### src/rtl/polar_inverse_decoder.sv
// Sequential polar inverse transform: one butterfly stage per clock, then info-bit gather.
// Define POLAR_FROZEN_CHECK_EN to compute frozen_err_o; otherwise it is tied to 0.

`ifndef N
`define N 8
`endif
`ifndef MESSAGE_LENGTH
`define MESSAGE_LENGTH 4
`endif

module polar_inverse_decoder #(
  parameter int unsigned        N         = `N,
  parameter int unsigned        K         = `MESSAGE_LENGTH,
  parameter logic [0:N-1]       INFO_MASK = 8'b0001_0111
) (
  input  logic         clk,
  input  logic         rst,
  input  logic         in_valid,
  output logic         in_ready,
  input  logic [0:N-1] code_i,
  output logic         out_valid,
  input  logic         out_ready,
  output logic [0:K-1] infor_o,
  output logic         frozen_err_o
);

  localparam int unsigned Stages = $clog2(N);
  localparam int unsigned StgW   = $clog2(Stages) + 1;

  typedef enum logic [1:0] {StIdle, StXform, StDone} state_e;

  state_e            state_q, state_d;
  logic [0:N-1]      v_q, v_d, v_xf;
  logic [StgW-1:0]   stg_q, stg_d;

  // Index of the k-th set bit of INFO_MASK, counting from position 0.
  function automatic int info_pos(input int k);
    int pos;
    int cnt;
    pos = 0;
    cnt = 0;
    for (int i = 0; i < int'(N); i++) begin
      if (INFO_MASK[i]) begin
        if (cnt == k) pos = i;
        cnt++;
      end
    end
    return pos;
  endfunction

  // Butterfly for the stage selected by stg_q; the partner i ^ 2^s is always in range.
  always_comb begin
    v_xf = v_q;
    for (int s = 0; s < int'(Stages); s++) begin
      if (int'(stg_q) == s) begin
        for (int i = 0; i < int'(N); i++) begin
          if (((i >> s) & 1) == 0) v_xf[i] = v_q[i] ^ v_q[i ^ (1 << s)];
        end
      end
    end
  end

  always_comb begin
    state_d   = state_q;
    v_d       = v_q;
    stg_d     = stg_q;
    in_ready  = 1'b0;
    out_valid = 1'b0;
    unique case (state_q)
      StIdle: begin
        in_ready = 1'b1;
        if (in_valid) begin
          v_d     = code_i;
          stg_d   = '0;
          state_d = StXform;
        end
      end
      StXform: begin
        v_d   = v_xf;
        stg_d = stg_q + StgW'(1);
        if (int'(stg_q) == int'(Stages) - 1) state_d = StDone;
      end
      StDone: begin
        out_valid = 1'b1;
        if (out_ready) state_d = StIdle;
      end
      default: state_d = StIdle;
    endcase
  end

  always_ff @(posedge clk) begin
    if (rst) begin
      state_q <= StIdle;
      v_q     <= '0;
      stg_q   <= '0;
    end else begin
      state_q <= state_d;
      v_q     <= v_d;
      stg_q   <= stg_d;
    end
  end

  for (genvar k = 0; k < int'(K); k++) begin : g_info
    localparam int Pos = info_pos(k);
    assign infor_o[k] = v_q[Pos];
  end

`ifdef POLAR_FROZEN_CHECK_EN
  assign frozen_err_o = |(v_q & ~INFO_MASK);
`else
  assign frozen_err_o = 1'b0;
`endif

endmodule

### config.mk
export PLATFORM = sky130hd
export DESIGN_NAME = polar_inverse_decoder
export DESIGN_NICKNAME = d
export VERILOG_FILES = /design/src/rtl/polar_inverse_decoder.sv
export SDC_FILE = /design/constraint.sdc
export NUM_CORES = 1
export LEC_CHECK = 0
export CAP_MARGIN = 20
export CORE_MARGIN = 3
export CORE_UTILIZATION = 25
export CTS_CLUSTER_DIAMETER = 40
export DETAILED_ROUTE_END_ITERATION = 12
export PLACE_DENSITY = 0.57
export SYNTH_ARGS = -nofsm -noshare
export SYNTH_HDL_FRONTEND = slang
export SYNTH_SLANG_ARGS = --single-unit
### constraint.sdc
create_clock -name clk -period 2.2 [get_ports clk]
set_input_delay 0.44 -clock clk [delete_from_list [all_inputs] [get_ports clk]]
set_output_delay 0.44 -clock clk [all_outputs]
set_load 0.01 [all_outputs]
; Word-level counts from Yosys, hierarchy flattened
; Index checks and enable logic that the tools add are counted.
[op_classes]
n_eq_ne = 13
reduce_logical = 13
add_sub_neg = 1
mux = 17
bitwise_logic = 13
[ops]
columns = op, n
row1 = AND reduction 3 bit, 9
row2 = one-hot mux 8 bit (2 select lines), 1
row3 = bitwise XOR 1 bit, 12
row4 = two-way mux 2 bit, 5
row5 = "inequality test 2 bit, second input constant", 5
row6 = "inequality test 3 bit, second input constant", 3
row7 = two-way mux 8 bit, 1
row8 = two-way mux 1 bit, 6
row9 = one-hot mux 2 bit (3 select lines), 1
row10 = one-hot mux 3 bit (2 select lines), 1
row11 = two-way mux 4 bit, 1
row12 = "inequality test 4 bit, second input constant", 1
row13 = "adder 3 x 1 -> 3 bit, second input constant", 1
row14 = "equality test 3 x 2 -> 1 bit, second input constant", 1
row15 = "equality test 3 bit, second input constant", 1
row16 = zero test 3 bit, 1
row17 = two-way mux 3 bit, 1
row18 = "equality test 2 x 1 -> 1 bit, second input constant", 1
row19 = "equality test 2 bit, second input constant", 1
row20 = zero test 2 bit, 1
row21 = AND reduction 2 bit, 1
row22 = nonzero test 2 bit, 1
row23 = NOT 1 bit, 1
[word_totals]
input_bits = 12
reg_bits = 13
out_inout_bits = 7
wordCells = 67

; Longest topological paths before layout
[depth]
ltp_word = 5
mapped_depth = 5
mapped_depth_nobuf = 5

; Worst setup path before layout
; OpenSTA, ideal clock, no wires.
[synth_path]
kind = reg2reg
start = reg state_q[1]
end = reg v_q[5] (netlist name)
period_less_slack_ns = 1.234
stages_incl_launch_ff = 5
required_ns = 2.083
setup_ns = 0.117
arrival_time_ns = 1.117
n_path_buf = 1
path_slack_ns = 0.966
cell_sequence = dfxtp_1 -> buf_6 -> nor2b_2 -> mux2_1 -> a32o_1
[synth_via]
elab_chain_cells = 3
elab_cells_between_ends = 7
classes_between = eq/ne (3) / mux (1) / reduce/logical (3)
[synth_rtl]
columns = element, line_no
row1 = "start, declared", 32  ; state_e state_q, state_d;
row2 = "start signal, assigned", 93  ; state_q <= StIdle;
row3 = "start signal, assigned", 97  ; state_q <= state_d;
row4 = equality test 2 x 1 -> 1 bit or zero test 2 bit (tied branches), 69  ; unique case (state_q)
row5 = inequality test 2 bit (no source line) or nonzero test 2 bit (tied branches), -
row6 = AND reduction 3 bit (no source line), -
row7 = "end signal, assigned", 98  ; v_q <= v_d;
row8 = "end, declared", 33  ; logic [0:N-1] v_q, v_d, v_xf;
; Several ways; a longest one is shown, not always the timed one. The select of a mux whose other input is x is not followed.
; A chain may end at the register's enable or synchronous reset.

; Worst setup path in the final report
[layout_path]
start = reg state_q[1]
end = out out_valid
[layout_via]
elab_chain_cells = 2
[layout_rtl]
columns = element, line_no
row1 = equality test 2 bit, 69
row2 = two-way mux 1 bit, 69
row3 = "end, declared", 21  ; output logic out_valid,
; Every way passes these cells.

==> out/results.ini <==
[floorplan]
coreArea_um2=2060
start_util_pct=27.9
die_x_um=54.0
io_pins=19
rows=16
die_y_um=54.0
die-area_um2=2910

[sta]
min_period_ns=2.01
period_share_pct=91.4
hold_violations=0
rsz0062_at_grt=no
max_freq_mhz=497
finalSetupTns_ns=0
setup_viol=0
timing_max_transition_violations_final=0
skew_ns=0.00315

[critical_path]
startpoint=state_q[1]
start_kind=flop
critical_path_class=flop to output pin
arrival_ns=1.57
cp.required_ns=1.76
crit_fanout=9
worstSetupEndpointType=output pin
r2r_start=state_q[0]

[yosys]
avgSynthCellArea_um2=8.99
synth_edf_count=0
synthAdderAreaFrac_pct=8.70
synth_top_family_by_area=simple AND/OR/NAND/NOR gates
synth-simple-area-share_pct=24.3
yosysSeqAreaShare_pct=31.3
syn-instance-count=64
synth_warnings=0
ys_seq_elements=9
synth_area_um2=576
synth-compound-area-share_pct=20.9
ys_types=29
syn-num-nets=80
synth_xor_area_share_pct=0
ys.flop_type=dfxtp_1
synthMuxAreaShare_pct=5.65
async_flop_share_pct=0

[clocking]
clk_latency_ns=0.26
cts_max_path_buffers=2
ctsResizeCount=0
postCtsSetupRepairBufs=0
htreeDepth=1
path_clk_slew_ns=0.06
cts_hold_buf=0
clock_sink_count=9
cts_tree=yes
cts_buffers=3
ctsRootBufferMaster=clkbuf_4

[cells_and_area]
drive_above_1_share_pct=10.4
syn_to_final_growth_pct=27.2
nNetsFinal=94
diodes=0
post-route-util_pct=35.5

[power_and_ir_drop]
vdd_ir_drop_max_mv=0.273
power.density_nw_per_um2=525
leakage_nw=0.283
power_w=0.000384

[placement]
io_buffer_count=13
place_congestion=0.783
hpwlAfterDp_um=904

[global_route]
grtUsageMet3_pct=6.37
gr-total-overflow=0
grt-busiest-layer=met2
gr-usage-met1_pct=11.7
grt_pass1_wl_um=1960
grt_pass1_vias=451
grtUsageTotal_pct=9.58
grt_max_degree=14
antenna_found_initial=0
grtUsageMet2_pct=13.7

[run]
cap_violations=0

[routing]
vias=466
first_pass_iters=2
drt_iter0_markers=16
antenna_left=0
viasPerCell=4.48
wl_per_cell_um=11.2
drc=0
drt-total-wl_um=1170

[worst_hold_path]
min_path_type=flop to flop
worstHoldStart=v_q[3]

[run_status]
status=finished clean

[report_power, final]
group          internal [W]  switching (W)  leakage, nW  total [W]
logic             0.0000436      0.0000312        0.194  0.0000748
registers          0.000172      0.0000121       0.0737   0.000184
clock network     0.0000698      0.0000555       0.0150   0.000125
total              0.000286      0.0000988        0.283   0.000384
[path summary, 6_finish.rpt]
| kind | endpoint | slack, ns | depth (start not counted) |
|---|---|---|---|
| worst max-delay path | out_valid | 0.19 | 2 |
| worst min-delay path | v_q[3] | 0.53 | 1 |
| worst max register to register | v_q[5] | 0.59 | 3 |
| worst min register to register | v_q[3] | 0.53 | 1 |
[state kept, by name, indices dropped and copies added, names as in the netlist]
signal	flops
stg_q	3
state_q	2
v_q	4
[layer usage]
layer | routed length [um] | vias to the layer above
li1 | - | 249
met1 | 553 | 202
met2 | 508 | 15
met3 | 106 | 0
met4 | 0 | 0
met5 | 0 | -
[cell families after synthesis]
family          after synthesis
mux                           3
buf+inv                       8
compound gates               15
flops                         9
fa+ha+maj                     4
simple gates                 24
other cells                   1
[placed cells by master, fill, tap and decap left out, types with 3 or more instances in the layout]
master / n
clkdlybuf4s50_1: 13
inv_1: 4
nand3b_1: 3
a21oi_1: 3
nand2_1: 5
ha_1: 4
nor2_1: 4
dfxtp_1: 9
clkbuf_4: 3
nor2b_1: 4
[critical path, stage by stage (launching register included)]
cell             delay, ns
dfxtp_1               0.53
nor2b_1               0.23
clkdlybuf4s50_1       0.56
[metrics by stage]
| step | setup WS, ns | std cells | hold WS (ns) | area [um2] |
|---|---|---|---|---|
| after floorplan | 0.966 | 64 | 0.488 | 576 |
| after global placement | 0.495 | 100 | 0.508 | 706 |
| after detailed placement | 0.481 | 100 | 0.516 | 706 |
| after CTS | 0.186 | 104 | 0.531 | 732 |
| after global routing | 0.0939 | 104 | 0.569 | 732 |
| final | 0.188 | 104 | 0.527 | 732 |
[synthesized netlist by cell type (2+ instances only)]
master,count,share of area [%]
inv_1,4,2.6
a21oi_1,3,2.6
o21ai_0,2,1.7
nor2_1,4,2.6
dfxtp_1,9,31
nand2b_1,2,2.2
mux2_1,2,3.9
buf_6,2,3.9
a32o_1,2,3.5
nand3b_1,3,3.9
nor2b_1,4,4.3
a21boi_0,2,2.6
nor2_2,2,2.2
ha_1,4,8.7
nand2_1,5,3.3
[final cells by class]
class,count,area (um2)
Sequential cell,9,180
Fill cell,216,1330
Tap cell,27,33.8
Timing Repair Buffer,13,130
Multi-Input combinational cell,47,347
Inverter,4,15.0
Clock buffer,4,26.3
Power figures use the tool's default switching activity.
==> edit, RTL diff (same settings) <==
`MESSAGE_LENGTH`: 4 -> 2.
--- a/src/rtl/polar_inverse_decoder.sv
+++ b/src/rtl/polar_inverse_decoder.sv
@@ -6,5 +6,5 @@
 `endif
 `ifndef MESSAGE_LENGTH
-`define MESSAGE_LENGTH 4
+`define MESSAGE_LENGTH 2
 `endif
 
Interface: changed (resized infor_o); port bits go from 19 to 17. The function was not compared with the original's and may differ.
==> edit against the original RTL <==
Count of clock-buffer cells in the layout down 1; synthesized area down 13%; sequential power down 11%; total power down 14%; sequential cell count down 1; worst setup slack worse by 5.4 ps; fmax down 0.27%; cell area down 16%; routed wire length down 23%.
==> edit: results (changes against the original RTL) <==
The total via count after detailed routing was 392 (was 466). The flow ran to the end, and the final reports show no timing, DRC or antenna violations. The largest fanout on the critical path works out to 11 (was 9). Cell type of the slowest stage on the worst timing path: sky130_fd_sc_hd__dfxtp_1 (was sky130_fd_sc_hd__clkdlybuf4s50_1). The initial detailed-routing violation count was 11 (was 16). The leakage power total was 0.241 nW (was 0.283 nW).

The number of detailed-routing iterations run before antenna repair was 4 (was 2). Worst setup slack after placement: 402 ps (was 481 ps). The layout cell share with drive strength beyond 1 works out to 0.125 (was 0.104). The worst-case clock skew was 0.934 ps (was 3.15 ps). The arithmetic-cell share of the synthesized area counting full adders, half adders and majority gates works out to 0.0750 (was 0.0870). The total routing resource utilization after global routing is 0.0812 (was 0.0958), and the met2 wire length is 370 um (was 508 um). The met1 wire length is 457 um (was 553 um), and the worst supply voltage drop on vdd is 0.000294 V (was 0.000273 V). The tools report the final hold slack as 513 ps (was 527 ps). For the instance count of the mapped netlist, the log shows 56 (was 64). The synthesized net count is 71 (was 80), and the final non-filler cell total is 89 (was 104). The family with the most delay on the worst path is flip-flops (was buffers and inverters). Maximum number of pins on one net before global-route repair: 12 (was 14). For the global routing met2 resource utilization, the log shows 0.107 (was 0.137).

Total number of nets in the final design: 81 (was 94). The wire length reported by the detailed router is 897 um (was 1.17 mm), and the via count of the first global-routing pass is 367 (was 451). For the first-pass GRT wire length, the log shows 1.61 mm (was 1.96 mm). Top cells by instance count after synthesis: sky130_fd_sc_hd__dfxtp_1, sky130_fd_sc_hd__nor2_1, sky130_fd_sc_hd__a21oi_1, sky130_fd_sc_hd__inv_1 (was sky130_fd_sc_hd__dfxtp_1, sky130_fd_sc_hd__nand2_1). The tools report the met3 layer usage reported by global route as 0.0475 (was 0.0637). The worst hold path stage count was 2 (was 1); the number of I/O port buffers was 10 (was 13).

Number of placed cells counting well taps: 86 (was 100). Leading cell types by total area after synthesis: sky130_fd_sc_hd__dfxtp_1, sky130_fd_sc_hd__ha_1, sky130_fd_sc_hd__buf_4 (was sky130_fd_sc_hd__dfxtp_1, sky130_fd_sc_hd__ha_1, sky130_fd_sc_hd__nor2b_1). The run gives 208 (was 216) as the filler cell count in the final layout. The run gives 0.165 (was 0.195) as the combinational power share. The run gives 0.320 (was 0.313) as the register area share after synthesis.
==> edit: cell types whose count changed after synthesis, moves of 2 or more <==
cell                       before  now
sky130_fd_sc_hd__nand2_1        5    2
sky130_fd_sc_hd__nor2b_1        4    1
sky130_fd_sc_hd__a21boi_0       2    0
sky130_fd_sc_hd__a32o_1         2    0
sky130_fd_sc_hd__buf_4          1    3
sky130_fd_sc_hd__mux2_1         2    0
sky130_fd_sc_hd__nand3b_1       3    1
sky130_fd_sc_hd__nor2_2         2    0
sky130_fd_sc_hd__nor3_1         0    2
sky130_fd_sc_hd__nor3b_1        1    3
==> edit: final cells by class <==
type / instances / area (sq um) / share of cell area
multi-input combinational: 38 / 282 / 0.455
timing repair buffer: 11 / 108 / 0.174
sequential: 8 / 160 / 0.259
tap: 25 / 31.3 / 0.0506
inverter: 4 / 15.0 / 0.0243
clock buffer: 3 / 22.5 / 0.0364
